$ cat src/rtl/term_relay_pkg.sv
// rtl/term_relay_pkg.sv - shared constants and helpers for south-edge termination tiles
//   PIPE_MAX      : deepest legal config-path retiming pipeline
//   *_W_DEF       : default routing channel widths
//   POP_MAX_W     : widest strobe vector accepted by popcount_gt1
//   popcount_gt1  : true when more than one bit of the (zero-extended) vector is set
package term_relay_pkg;

  localparam int PIPE_MAX     = 4;
  localparam int SINGLE_W_DEF = 4;
  localparam int DOUBLE_W_DEF = 8;
  localparam int QUAD_W_DEF   = 16;
  localparam int POP_MAX_W    = 256;

  // x & (x-1) clears the lowest set bit; anything left over means a second bit was set.
  function automatic logic popcount_gt1(input logic [POP_MAX_W-1:0] x);
    return |(x & (x - POP_MAX_W'(1)));
  endfunction

endpackage

$ cat src/rtl/cfg_delay_line.sv
// rtl/cfg_delay_line.sv - resettable DEPTH-stage delay line for the config column
//   WIDTH  : bits per stage
//   DEPTH  : number of register stages; 0 makes q a plain wire
//   CLK    : in  configuration clock (rising edge)
//   resetn : in  synchronous active-low reset, clears every stage to zero
//   d      : in  WIDTH  value entering the line
//   q      : out WIDTH  d delayed by DEPTH cycles
module cfg_delay_line #(
  parameter int WIDTH = 32,
  parameter int DEPTH = 1
) (
  input  logic             CLK,
  input  logic             resetn,
  input  logic [WIDTH-1:0] d,
  output logic [WIDTH-1:0] q
);

  if (DEPTH == 0) begin : g_wire
    logic unused_clk_rst;
    assign unused_clk_rst = CLK ^ resetn;
    assign q = d;
  end else begin : g_pipe
    logic [WIDTH-1:0] stage_q [DEPTH];
    logic [WIDTH-1:0] stage_d [DEPTH];

    always_comb begin
      stage_d[0] = d;
      for (int i = 1; i < DEPTH; i++) begin
        stage_d[i] = stage_q[i-1];
      end
    end

    // Zero reset on every stage, so a reset mid-frame can never emit a strobe.
    always_ff @(posedge CLK) begin
      for (int i = 0; i < DEPTH; i++) begin
        if (!resetn) begin
          stage_q[i] <= '0;
        end else begin
          stage_q[i] <= stage_d[i];
        end
      end
    end

    assign q = stage_q[DEPTH-1];
  end

endmodule

$ cat src/rtl/term_cfg_relay.sv
// rtl/term_cfg_relay.sv - south termination tile: routing loop-back, retimed config relay, strobe stats
//   Optional feature macro: TERM_RELAY_STATS_EN (frame counter and multi-hot strobe error)
//   CLK           : in   configuration clock, rising edge
//   resetn        : in   synchronous active-low reset
//   FrameData     : in   FRAME_BITS  config data from the column above
//   FrameData_O   : out  FRAME_BITS  FrameData delayed PIPE_STAGES cycles
//   FrameStrobe   : in   MAX_FRAMES  frame strobes
//   FrameStrobe_O : out  MAX_FRAMES  FrameStrobe delayed PIPE_STAGES cycles
//   S1END/S2MID/S2END/S4END/SS4END : in   south routing wire ends
//   N1BEG/N2BEG/N2BEGb/N4BEG/NN4BEG: out  looped-back north wire begins
//   stat_clr      : in   synchronous clear of frame_cnt and strobe_err
//   frame_cnt     : out  CNT_W  saturating count of output-side frame events
//   strobe_err    : out  sticky multi-hot strobe flag
module term_cfg_relay
  import term_relay_pkg::*;
#(
  parameter int FRAME_BITS  = 32,
  parameter int MAX_FRAMES  = 20,
  parameter int PIPE_STAGES = 1,
  parameter int SINGLE_W    = SINGLE_W_DEF,
  parameter int DOUBLE_W    = DOUBLE_W_DEF,
  parameter int QUAD_W      = QUAD_W_DEF,
  parameter int CNT_W       = 16
) (
  input  logic                  CLK,
  input  logic                  resetn,
  input  logic [FRAME_BITS-1:0] FrameData,
  output logic [FRAME_BITS-1:0] FrameData_O,
  input  logic [MAX_FRAMES-1:0] FrameStrobe,
  output logic [MAX_FRAMES-1:0] FrameStrobe_O,
  input  logic [SINGLE_W-1:0]   S1END,
  input  logic [DOUBLE_W-1:0]   S2MID,
  input  logic [DOUBLE_W-1:0]   S2END,
  input  logic [QUAD_W-1:0]     S4END,
  input  logic [QUAD_W-1:0]     SS4END,
  output logic [SINGLE_W-1:0]   N1BEG,
  output logic [DOUBLE_W-1:0]   N2BEG,
  output logic [DOUBLE_W-1:0]   N2BEGb,
  output logic [QUAD_W-1:0]     N4BEG,
  output logic [QUAD_W-1:0]     NN4BEG,
  input  logic                  stat_clr,
  output logic [CNT_W-1:0]      frame_cnt,
  output logic                  strobe_err
);

  if (PIPE_STAGES < 0 || PIPE_STAGES > PIPE_MAX) begin : g_bad_pipe
    $error("term_cfg_relay: PIPE_STAGES must be within 0..%0d", PIPE_MAX);
  end
  if (MAX_FRAMES > POP_MAX_W) begin : g_bad_frames
    $error("term_cfg_relay: MAX_FRAMES exceeds popcount helper width");
  end

  // Routing loop-back: pure wires, no configuration.
  assign N1BEG  = S1END;
  assign N2BEG  = S2MID;
  assign N2BEGb = S2END;
  assign N4BEG  = S4END;
  assign NN4BEG = SS4END;

  // Data and strobe use identical delay lines so they stay cycle-aligned.
  cfg_delay_line #(.WIDTH(FRAME_BITS), .DEPTH(PIPE_STAGES)) u_data_dly (
    .CLK    (CLK),
    .resetn (resetn),
    .d      (FrameData),
    .q      (FrameData_O)
  );

  cfg_delay_line #(.WIDTH(MAX_FRAMES), .DEPTH(PIPE_STAGES)) u_strobe_dly (
    .CLK    (CLK),
    .resetn (resetn),
    .d      (FrameStrobe),
    .q      (FrameStrobe_O)
  );

`ifdef TERM_RELAY_STATS_EN
  logic [CNT_W-1:0] frame_cnt_q, frame_cnt_d;
  logic             strobe_err_q, strobe_err_d;
  logic             frame_evt, multi_evt;

  // Statistics are taken on the output side so they describe what downstream tiles see.
  always_comb begin
    frame_evt    = |FrameStrobe_O;
    multi_evt    = popcount_gt1(POP_MAX_W'(FrameStrobe_O));
    frame_cnt_d  = frame_cnt_q;
    strobe_err_d = strobe_err_q;
    if (stat_clr) begin
      frame_cnt_d  = '0;
      strobe_err_d = 1'b0;
    end
    // Applied after the clear so a same-cycle event survives it.
    if (frame_evt && (frame_cnt_d != {CNT_W{1'b1}})) begin
      frame_cnt_d = frame_cnt_d + CNT_W'(1);
    end
    if (multi_evt) begin
      strobe_err_d = 1'b1;
    end
  end

  always_ff @(posedge CLK) begin
    if (!resetn) begin
      frame_cnt_q  <= '0;
      strobe_err_q <= 1'b0;
    end else begin
      frame_cnt_q  <= frame_cnt_d;
      strobe_err_q <= strobe_err_d;
    end
  end

  assign frame_cnt  = frame_cnt_q;
  assign strobe_err = strobe_err_q;
`else
  logic unused_stat_clr;
  assign unused_stat_clr = stat_clr;
  assign frame_cnt       = '0;
  assign strobe_err      = 1'b0;
`endif

endmodule

$ cat config.mk
export PLATFORM = sky130hd
export DESIGN_NAME = term_cfg_relay
export DESIGN_NICKNAME = d
export VERILOG_FILES = /design/src/rtl/term_relay_pkg.sv /design/src/rtl/cfg_delay_line.sv /design/src/rtl/term_cfg_relay.sv
export SDC_FILE = /design/constraint.sdc
export NUM_CORES = 1
export LEC_CHECK = 0
export CAP_MARGIN = 20
export CELL_PAD_IN_SITES_DETAIL_PLACEMENT = 1
export CELL_PAD_IN_SITES_GLOBAL_PLACEMENT = 2
export CORE_MARGIN = 2
export CORE_UTILIZATION = 13
export CTS_CLUSTER_SIZE = 20
export DETAILED_ROUTE_END_ITERATION = 6
export PLACE_DENSITY_LB_ADDON = 0.1
export RECOVER_POWER = 25
export SYNTH_ARGS = -nofsm -noshare
export SYNTH_HDL_FRONTEND = slang
export SYNTH_SLANG_ARGS = --single-unit
$ cat constraint.sdc
create_clock -name CLK -period 0.8 [get_ports CLK]
set_input_delay 0.12 -clock CLK [delete_from_list [all_inputs] [get_ports CLK]]
set_output_delay 0.12 -clock CLK [all_outputs]
set_load 0.02 [all_outputs]
==> results of run 1 <==
-- synth_stat cells (all sizes together) --
cell type	n
and2	52
buf	69
dfxtp	52
conb	1
clkbuf	5
-- cells in the final DEF, fill, tap and decap left out --
master,Yosys,routed
and2_2,52,52
clkdlybuf4s50_1,0,52
clkbuf_16,0,5
bufbuf_16,0,1
conb_1,1,17
dlygate4sd2_1,0,1
clkinv_2,0,1
buf_12,0,1
clkbuf_1,0,1
buf_6,0,52
dfxtp_2,0,52
-- flip-flops by register name (all words and copies together) (netlist names) --
| register | cells |
|---|---|
| u_data_dly.g_pipe.stage_q | 32 |
| u_strobe_dly.g_pipe.stage_q | 20 |
-- metrics by stage --
step / instances / util, % / setup TNS [ps] / power (uW)
2_1_floorplan: 195 / - / 0 / 3650
3_3_place_gp: 415 / 18.6 / -29140 / 3780
3_5_place_dp: 415 / 18.6 / -28810 / 3780
4_1_cts: 423 / 20.6 / -4050 / 6180
5_1_grt: 423 / 20.6 / -4540 / 6320
6_report: 423 / 20.6 / -2720 / 5940
-- cells by family after synthesis --
family,after synthesis
buffers and inverters,74
flip-flops,52
AND/OR/NAND/NOR,52
other,1
-- power by group through the flow --
stage	Sequential, uW	Clock, uW	Combinational, uW
global placement	2820	0	961
floorplan	3000	0	646
finish	2820	2130	994
CTS	2820	2340	1020
global route	2830	2430	1060
detailed placement	2820	0	961
-- what timing repair did --
| item | in CTS | in global routing |
|---|---|---|
| cloned | 1 | 0 |
| gates resized for setup | 362 | 0 |
| hold buffers | 0 | 0 |
| setup endpoints to repair | 104 | 52 |
| hold endpoints to repair | 0 | 0 |
-- routing by layer --
layer / vias up / part of all wire, % / GRT usage (%)
met5: - / 0 / 0
met4: 0 / 4.5 / 4.65
met3: 27 / 12 / 3.64
met2: 87 / 41 / 9.25
met1: 575 / 42 / 8.45
li1: 560 / - / -
-- layout make-up --
type	instances	area, um2	area share [%]
Timing Repair Buffer	107	1170	37.7
Sequential cell	52	1110	35.7
Multi-Input combinational cell	69	454	14.7
Tap cell	188	235	7.60
Clock buffer	6	129	4.16
Clock inverter	1	5.00	0.162
-- final timing paths --
path,from,end,slack (ps),cells after the start
max,u_data_dly.g_pipe.stage_q[0][2],FrameData_O[2],-60,1
min,S2MID[1],N2BEG[1],240,0
==> impl_metrics.env, run 1 <==
export IMPL_cts_tree="built"
export IMPL_grt_overflow_total=0
export IMPL_cpLargestDelayFamily="flip-flops"
export IMPL_ys_seq_area_share_pct=52.6
export IMPL_syn_avg_cell_area_um2=11.1
export IMPL_fin_area_um2=3100
export IMPL_die_y_um=127
export IMPL_post_cts_setup_buffer_count=0
export IMPL_p_seq_share_pct=47.4
export IMPL_fillCellCount=1694
export IMPL_firstDrtPassIters=3
export IMPL_p_sw_share_pct=24.4
export IMPL_setup_ws_ps=-60.7
export IMPL_grt_util_all_layers_pct=6.90
export IMPL_maxSlewViolCount=0
export IMPL_synth_compound_area_share_pct=0
export IMPL_path_class="reg2out"
export IMPL_status="finished, violations left"
export IMPL_nets=342
export IMPL_synth_top_area_share_pct=52.6
export IMPL_crit_fanout=1
export IMPL_critPathBufInv=1
export IMPL_p_leak_uw=0.00130
export IMPL_critPathArrivalTime_ps=740
export IMPL_routed_wl_um=5480
export IMPL_switching_power_uw=1450
export IMPL_hold_violations=0
export IMPL_die_x_um=127
export IMPL_grt_pass1_vias=1304
export IMPL_hold_class="in2out"
export IMPL_wl_per_cell_um=12.9
export IMPL_setup_viol=52
export IMPL_p_int_uw=4490
export IMPL_synth_warnings=0
export IMPL_max_freq_mhz=1160
export IMPL_start_util_pct=13.2
export IMPL_num_vias=1249
export IMPL_syn_to_final_growth_pct=56.5
export IMPL_final_hold_worst_slack_ps=240
export IMPL_crit_chain="buf_6"
export IMPL_power_frac_comb_pct=16.7
export IMPL_numCtsBuffers=5
export IMPL_start_kind="flop"
export IMPL_drt_iter0_markers=35
export IMPL_die_area_um2=16200
export IMPL_grt_start_max_net_pins=27
export IMPL_synthMuxAreaShare_pct=0
export IMPL_synth_cells=179
export IMPL_fin_crit_ps=861
export IMPL_cts_htree_levels=2
export IMPL_synth_area_top_cells="dfxtp_1, buf_4, and2_2"
export IMPL_coreArea_um2=15000
export IMPL_clkPwrFrac_pct=35.8
export IMPL_num_antenna_cells=0
export IMPL_yosys_area_share_simple_pct=19.7
export IMPL_cts_root_buf="clkbuf_16"
export IMPL_rsz0062_at_grt="yes"
export IMPL_synth_cell_area_um2=1980
export IMPL_dp_slack_ps=-355
export IMPL_drv_cap=0
export IMPL_synth_fa_ha_area_share_pct=0
export IMPL_drt_vias_per_instance=2.95
export IMPL_slowest_stage="dfxtp_2"
export IMPL_worstSetupEndpointType="primary output"
export IMPL_p_per_area_nw_per_um2=1920
export IMPL_yosys_cell_types_count=5
export IMPL_failed_checks="negative setup slack"
export IMPL_worstPathRequired_ps=680
export IMPL_synth_seq_cells=52
export IMPL_numClockSinks=52
export IMPL_antenna_found_initial=0
export IMPL_synth_xor_area_share_pct=0
export IMPL_synth_top_family_by_area="buffers and inverters"
export IMPL_clk_pin_slew_ps=70
export IMPL_rows=45
export IMPL_layout_drive_gt1_share_pct=69.8
export IMPL_synth_top_cell_by_area="dfxtp_1"
export IMPL_layout_worst_path_cycle_share_pct=108
export IMPL_place_hpwl_um=3750
export IMPL_dpl_cell_area_um2=2800
export IMPL_antenna_left=0
export IMPL_ir_drop_v=0.000692
export IMPL_route_detailed_drc=0
export IMPL_clk_path_buf_depth=2
export IMPL_ios=228
export IMPL_slowest_delay_ps=320
export IMPL_grt_pass1_wl_um=8030
export IMPL_portBuffers=105
export IMPL_gp_congestion=0.607
(Power assumes the default switching activity.)
==> run 2: changes to the inputs <==
--- a/config.mk
+++ b/config.mk
@@ -10,7 +10,7 @@
 export CELL_PAD_IN_SITES_GLOBAL_PLACEMENT = 2
 export CORE_MARGIN = 2
 export CORE_UTILIZATION = 13
-export CTS_CLUSTER_SIZE = 20
+export CTS_CLUSTER_SIZE = 16
 export DETAILED_ROUTE_END_ITERATION = 6
 export PLACE_DENSITY_LB_ADDON = 0.1
 export RECOVER_POWER = 25
==> results of run 2 <==
The final DEF is identical to that of run 1; final timing and power are the same.
==> run 3: changes to the inputs <==
--- a/config.mk
+++ b/config.mk
@@ -14,6 +14,7 @@
 export DETAILED_ROUTE_END_ITERATION = 6
 export PLACE_DENSITY_LB_ADDON = 0.1
 export RECOVER_POWER = 25
+export SLEW_MARGIN = 20
 export SYNTH_ARGS = -nofsm -noshare
 export SYNTH_HDL_FRONTEND = slang
 export SYNTH_SLANG_ARGS = --single-unit
==> results of run 3 <==
The final DEF is identical to that of run 1; final timing and power are the same.
